==> config.mk <==
export PLATFORM = sky130hd
export DESIGN_NAME = multdiv_seq
export DESIGN_NICKNAME = d
export VERILOG_FILES = /design/src/rtl/multdiv_pkg.sv /design/src/rtl/md_iter_counter.sv /design/src/rtl/multdiv_seq.sv
export SDC_FILE = /design/constraint.sdc
export NUM_CORES = 1
export LEC_CHECK = 0
export CORE_ASPECT_RATIO = 1.75
export CORE_UTILIZATION = 54
export DETAILED_ROUTE_END_ITERATION = 6
export PLACE_DENSITY_LB_ADDON = 0.08
export RECOVER_POWER = 100
export SLEW_MARGIN = 20
export SYNTH_ARGS = -nofsm -noshare
export SYNTH_HDL_FRONTEND = slang
export SYNTH_SLANG_ARGS = --single-unit
==> constraint.sdc <==
create_clock -name clock -period 6.9 [get_ports clock]
set_input_delay 1.38 -clock clock [delete_from_list [all_inputs] [get_ports clock]]
set_output_delay 1.38 -clock clock [all_outputs]
set_load 0.02 [all_outputs]
==> src/rtl/multdiv_pkg.sv <==
// Shared types and constants for the sequential multiply/divide unit.
// Holds the FSM encoding, the shared-adder opcodes and a two's-complement magnitude helper.
package multdiv_pkg;

  localparam int ITER_DEFAULT = 32;

  localparam logic [4:0] ALU_ADD = 5'b00000;
  localparam logic [4:0] ALU_SUB = 5'b00001;

  typedef enum logic [2:0] {
    IDLE,
    MULT,
    DIV,
    SIGN,
    DONE
  } state_t;

  function automatic logic [31:0] abs32(input logic [31:0] v);
    return v[31] ? (~v + 32'd1) : v;
  endfunction

endpackage

==> src/rtl/md_iter_counter.sv <==
// Iteration counter: counts enabled cycles 0..ITER-1 without wrapping.
// terminal goes high once the cycle at ITER-1 has been consumed; clear restarts it.
module md_iter_counter
  import multdiv_pkg::*;
#(
  parameter int ITER = ITER_DEFAULT
) (
  input  logic clock,
  input  logic reset,
  input  logic clear,
  input  logic enable,
  output logic terminal
);

  localparam int CW = (ITER > 1) ? $clog2(ITER) : 1;
  localparam logic [CW-1:0] LAST = CW'(ITER - 1);

  logic [CW-1:0] count;

  always_ff @(posedge clock or posedge reset) begin
    if (reset) begin
      count    <= '0;
      terminal <= 1'b0;
    end else if (clear) begin
      count    <= '0;
      terminal <= 1'b0;
    end else if (enable && !terminal) begin
      if (count == LAST) begin
        terminal <= 1'b1;
      end else begin
        count <= count + 1'b1;
      end
    end
  end

endmodule

==> src/rtl/multdiv_seq.sv <==
// Sequential signed multiply (radix-2 Booth) and divide (restoring) over an external shared adder.
// Result after ITER+1 cycles (mult) or ITER+2 (div); no backpressure, any start pulse aborts and restarts.
module multdiv_seq
  import multdiv_pkg::*;
#(
  parameter int ITER = ITER_DEFAULT
) (
  input  logic        clock,
  input  logic        reset,
  input  logic [31:0] data_operandA,
  input  logic [31:0] data_operandB,
  input  logic        ctrl_MULT,
  input  logic        ctrl_DIV,
  output logic [31:0] data_result,
  output logic        data_exception,
  output logic        data_resultRDY,
  output logic [31:0] alu_opA,
  output logic [31:0] alu_opB,
  output logic [4:0]  alu_opcode,
  input  logic [31:0] alu_result
);

  state_t      state, state_n;
  logic [31:0] hi, lo, opnd;  // hi/lo hold remainder/quotient while dividing
  logic        qm1, neg_q, ovf_div;
  logic        cnt_clear, cnt_en, cnt_term;
  logic [1:0]  booth_pair;
  logic [31:0] r_sh, q_sh, b_hi;
  logic        r_ge, b_sign, sum_ovf;

  md_iter_counter #(.ITER(ITER)) u_iter_counter (
    .clock    (clock),
    .reset    (reset),
    .clear    (cnt_clear),
    .enable   (cnt_en),
    .terminal (cnt_term)
  );

  assign booth_pair = {lo[0], qm1};
  assign r_sh       = {hi[30:0], lo[31]};
  assign q_sh       = {lo[30:0], 1'b0};
  assign r_ge       = (r_sh >= opnd);

  always_ff @(posedge clock or posedge reset) begin
    if (reset) begin
      state          <= IDLE;
      data_resultRDY <= 1'b0;
    end else begin
      state          <= state_n;
      data_resultRDY <= (state_n == DONE);
    end
  end

  always_comb begin
    state_n    = state;
    alu_opA    = '0;
    alu_opB    = '0;
    alu_opcode = ALU_ADD;
    cnt_clear  = 1'b0;
    cnt_en     = 1'b0;
    case (state)
      MULT: begin
        if (cnt_term) begin
          state_n = DONE;
        end else begin
          cnt_en = 1'b1;
          if (booth_pair == 2'b01) begin
            alu_opA = hi;
            alu_opB = opnd;
          end else if (booth_pair == 2'b10) begin
            alu_opA    = hi;
            alu_opB    = opnd;
            alu_opcode = ALU_SUB;
          end
        end
      end
      DIV: begin
        if (opnd == '0) begin
          state_n = DONE;
        end else if (cnt_term) begin
          state_n = SIGN;
        end else begin
          cnt_en     = 1'b1;
          alu_opA    = r_sh;
          alu_opB    = opnd;
          alu_opcode = ALU_SUB;
        end
      end
      SIGN: begin
        alu_opB    = lo;
        alu_opcode = ALU_SUB;
        state_n    = DONE;
      end
      DONE:    state_n = IDLE;
      default: state_n = IDLE;
    endcase
    if (ctrl_MULT || ctrl_DIV) begin
      state_n   = ctrl_MULT ? MULT : DIV;
      cnt_clear = 1'b1;
      cnt_en    = 1'b0;
    end
  end

  // The 32-bit adder can overflow on HI+-A; recover the true 33rd bit so the shift sign-extends correctly.
  always_comb begin
    b_hi    = hi;
    sum_ovf = 1'b0;
    if (booth_pair == 2'b01) begin
      b_hi    = alu_result;
      sum_ovf = (hi[31] == opnd[31]) && (alu_result[31] != hi[31]);
    end else if (booth_pair == 2'b10) begin
      b_hi    = alu_result;
      sum_ovf = (hi[31] != opnd[31]) && (alu_result[31] != hi[31]);
    end
    b_sign = b_hi[31] ^ sum_ovf;
  end

  always_ff @(posedge clock or posedge reset) begin
    if (reset) begin
      hi             <= '0;
      lo             <= '0;
      qm1            <= 1'b0;
      opnd           <= '0;
      neg_q          <= 1'b0;
      ovf_div        <= 1'b0;
      data_result    <= '0;
      data_exception <= 1'b0;
    end else if (ctrl_MULT) begin
      hi             <= '0;
      lo             <= data_operandB;
      qm1            <= 1'b0;
      opnd           <= data_operandA;
      neg_q          <= 1'b0;
      ovf_div        <= 1'b0;
      data_result    <= '0;
      data_exception <= 1'b0;
    end else if (ctrl_DIV) begin
      hi             <= '0;
      lo             <= abs32(data_operandA);
      qm1            <= 1'b0;
      opnd           <= abs32(data_operandB);
      neg_q          <= data_operandA[31] ^ data_operandB[31];
      ovf_div        <= (data_operandA == 32'h8000_0000) && (data_operandB == 32'hFFFF_FFFF);
      data_result    <= '0;
      data_exception <= 1'b0;
    end else begin
      case (state)
        MULT: begin
          if (!cnt_term) begin
            hi  <= {b_sign, b_hi[31:1]};
            lo  <= {b_hi[0], lo[31:1]};
            qm1 <= lo[0];
          end else begin
            data_result    <= lo;
            data_exception <= (hi != {32{lo[31]}});
          end
        end
        DIV: begin
          if (opnd == '0) begin
            data_result    <= '0;
            data_exception <= 1'b1;
          end else if (!cnt_term) begin
            if (r_ge) begin
              hi <= alu_result;
              lo <= {lo[30:0], 1'b1};
            end else begin
              hi <= r_sh;
              lo <= q_sh;
            end
          end
        end
        SIGN: begin
          data_result    <= neg_q ? alu_result : lo;
          data_exception <= ovf_div;
        end
        default: ;
      endcase
    end
  end

endmodule

==> flow_metrics.tcl <==
set metrics [dict create \
    syn_inst 1281 \
    rsz0062_at_grt "no" \
    clock_latency_ns 0.43 \
    leakage_nw 5.99 \
    yosysSeqAreaShare_pct 33.0 \
    synthTopCellsByArea "dfrtp_1 (33%), mux2i_1 (7.4%), o21ai_0 (6.6%)" \
    cts_tree "done" \
    async_flop_share_pct 100 \
    drt_wl_total_um 38000 \
    cts_buffers 17 \
    finalNetCount 1561 \
    start_util_pct 54.9 \
    area_growth_pct 24.4 \
    synthDominantCellAreaShare_pct 33.0 \
    antenna_found_initial 0 \
    status "finished with violations" \
    clock_sinks 142 \
    die_area_um2 20600 \
    synth_seq_cells 142 \
    clock-skew-final_ns 0.0102 \
    cp.required_ns 7.23 \
    hold_violations 0 \
    finalMaxSlewViolations 309 \
    violations "capacitance limit, slew limit" \
    maxCapViolCount 5 \
    synth_edf_count 0 \
    viasPerCell 6.60 \
    ctsHoldBuffers 0 \
    layout-drive-gt1-share_pct 4.52 \
    post_dp_cell_area_um2 12800 \
    finalCritPeriodShare_pct 76.9 \
    vias 11100 \
    grt-ovfl-total 0 \
    die_h_um 189 \
    wl_per_cell_um 22.6 \
    cp_max_fo 86 \
    portBuffers 198 \
    fin_tns_setup_ns 0 \
    core_um2 19700 \
    fin_crit_ns 5.30 \
    syn_area_um2 10800 \
    dp_hpwl_um 27600 \
    boundaryPins 203 \
    cp.arrival_ns 5.63 \
    relSlewSlack_pct -158 \
    synth_cell_type_count 72 \
    r2r_setup_slack_ns 2.60 \
    tightest_slew_ns 3.87 \
    drt_iter0_drc 1132 \
    clk_pin_slew_ns 0.07 \
    clockBufferDepth 2 \
    r2r_start "opnd[27]" \
    grt_start_max_net_pins 98 \
    yosys.area.top_type "dfrtp_1" \
    p_per_area_nw_per_um2 203 \
    grt_pass1_vias 10700 \
    drc 0 \
    ir_drop_mv 0.141 \
    fmax_mhz 189 \
    rr_worst_depth 8 \
    ant_nets 0 \
    worstSetupStartpointType "primary input" \
    syn_avg_cell_area_um2 8.42 \
    htreeDepth 4 \
    cts_setup_buffers 0 \
    worstSetupPathType "in -> reg" \
    globalRouteTotalUtil_pct 37.9 \
    r2r_end "u_iter_counter.count[0]" \
    setup.worst_path.end "lo[1]" \
    synth_ff_type "dfrtp_1" \
    min_path_type "reg -> reg" \
    cts_resized 0 \
    design_area_um2 13400 \
    grt_pass1_wl_um 59100 \
    setup_viol 0 \
    diodes 0 \
    startpoint "ctrl_DIV" \
    gp_congestion 0.930 \
    yosys_warnings 0 \
    crit_path_end_kind "flop" \
    row_count 68 \
    firstDrtPassIters 5 \
    die_x_um 109 \
    clockRootBuffer "clkbuf_16" \
]
-- critical path, cell delays in order --
cell	delay [ns]
clkbuf_1	0.77
clkbuf_1	2.52
a211oi_1	0.24
a211oi_1	0.39
a21oi_1	0.07
o21ai_0	0.20
-- layout make-up --
class	instances	area, um^2
Multi-Input combinational cell	997	6620
Clock inverter	13	213
Timing Repair Buffer	218	2100
Sequential cell	142	3550
Clock buffer	19	443
Tap cell	245	307
Inverter	48	180
Fill cell	1646	6240
-- per-stage QoR --
| step | worst slack (ns) | std cells | hold slack [ns] | total power [W] | util (%) |
|---|---|---|---|---|---|
| 2_1_floorplan | 1.71 | 1284 | 0.466 | 0.00139 | - |
| 3_3_place_gp | 2.24 | 1650 | 0.461 | 0.00169 | 65.2 |
| 3_5_place_dp | 2.21 | 1650 | 0.470 | 0.00170 | 65.2 |
| 4_1_cts | 1.74 | 1682 | 0.484 | 0.00272 | 68.6 |
| 5_1_grt | 1.13 | 1682 | 0.498 | 0.00282 | 68.2 |
| 6_report | 1.60 | 1682 | 0.468 | 0.00272 | 68.2 |
-- state kept, by name (all words and copies together), names as in the netlist, 3 cells and up --
register	flops
data_result	32
state	3
lo	32
u_iter_counter.count	5
hi	32
opnd	32
-- placed cells by master (no fill, tap or decap), types with 5 or more instances in the layout --
master           synthesis  layout
a221o_1                 33      33
or2_2                    6       6
o22ai_1                  8       8
nor3_1                  27      28
clkdlybuf4s50_1          0      98
a221oi_1                 5       5
inv_1                   47      47
a21oi_1                 60      60
nand3_1                 14      14
dlygate4sd3_1            0      98
buf_4                    5      14
a22o_1                  63      63
xnor2_1                 17      17
clkbuf_1                72       9
clkbuf_16                0      17
nor4_1                  22      23
nor2_1                  52      51
a211oi_1                45      44
xor2_1                  33      32
o31ai_1                  8       8
a22oi_1                  7       7
or4_1                    5       5
mux2i_1                 80      80
nand2b_1                11      11
dfrtp_1                142     142
o221ai_1                 7       7
bufinv_16                0       5
o41ai_1                  8       9
nand4_1                 20      20
nor2b_1                 21      21
nand2_1                175     175
ha_1                    37      37
a31oi_1                  8       8
o21ai_0                143     148
-- power breakdown --
part           switching [W]  internal (W)  leakage (nW)
combinational       0.000384      0.000285          3.84
clock               0.000385      0.000653         0.310
sequential          0.000122      0.000892          1.84
-- Yosys cell counts, types with 3 or more instances --
library cell and n:
a211oi_1 45, a21o_1 3, a21oi_1 60, a221o_1 33, a221oi_1 5, a22o_1 63
a22oi_1 7, a31oi_1 8, a41oi_1 3, and3_1 4, buf_1 7, buf_2 5
buf_4 5, buf_6 3, clkbuf_1 72, clkbuf_8 4, dfrtp_1 142, ha_1 37
inv_1 47, mux2i_1 80, nand2_1 175, nand2b_1 11, nand3_1 14, nand3b_1 4
nand4_1 20, nor2_1 52, nor2b_1 21, nor3_1 27, nor3b_1 3, nor4_1 22
o211ai_1 4, o21a_1 4, o21ai_0 143, o21ai_1 9, o221ai_1 7, o22ai_1 8
o31ai_1 8, o41ai_1 8, or2_2 6, or3_1 4, or4_1 5, or4_4 3
xnor2_1 17, xor2_1 33
-- metal layers --
metal  vias up  share of wire (%)  wire length, um  track usage [%]
li1       5057                  -                -                -
met1      5276                 37            14200             46.9
met2       651                 49            18600             61.9
met3       117                8.3             3160             5.51
met4         0                5.4             2070             22.3
met5         -                  0                0                0
-- worst min path at each step --
| stage | cells past startpoint | start | to |
|---|---|---|---|
| floorplan | 1 | ovf_div | ovf_div |
| global placement | 2 | data_result[13] | data_result[13] |
| detailed placement | 2 | data_result[12] | data_result[12] |
| CTS | 2 | data_result[12] | data_result[12] |
| global route | 2 | data_result[8] | data_result[8] |
| finish | 2 | data_result[12] | data_result[12] |
-- cell families (layout without fill, tap and decap cells) --
family | Yosys count | count (layout) | share of synthesized area [%]
AOI/OAI and AO/OA | 437 | 437 | 27.5
and+or+nand+nor | 387 | 387 | 17.6
buffers and inverters | 145 | 298 | 5.93
DFF | 142 | 142 | 33.0
muxes | 82 | 82 | 7.64
xor gates and xnor gates | 50 | 50 | 4.06
adders and majority gates | 37 | 37 | 4.29
other | 1 | 4 | 0.0348
Note: power is estimated with default switching activity, not from simulation.
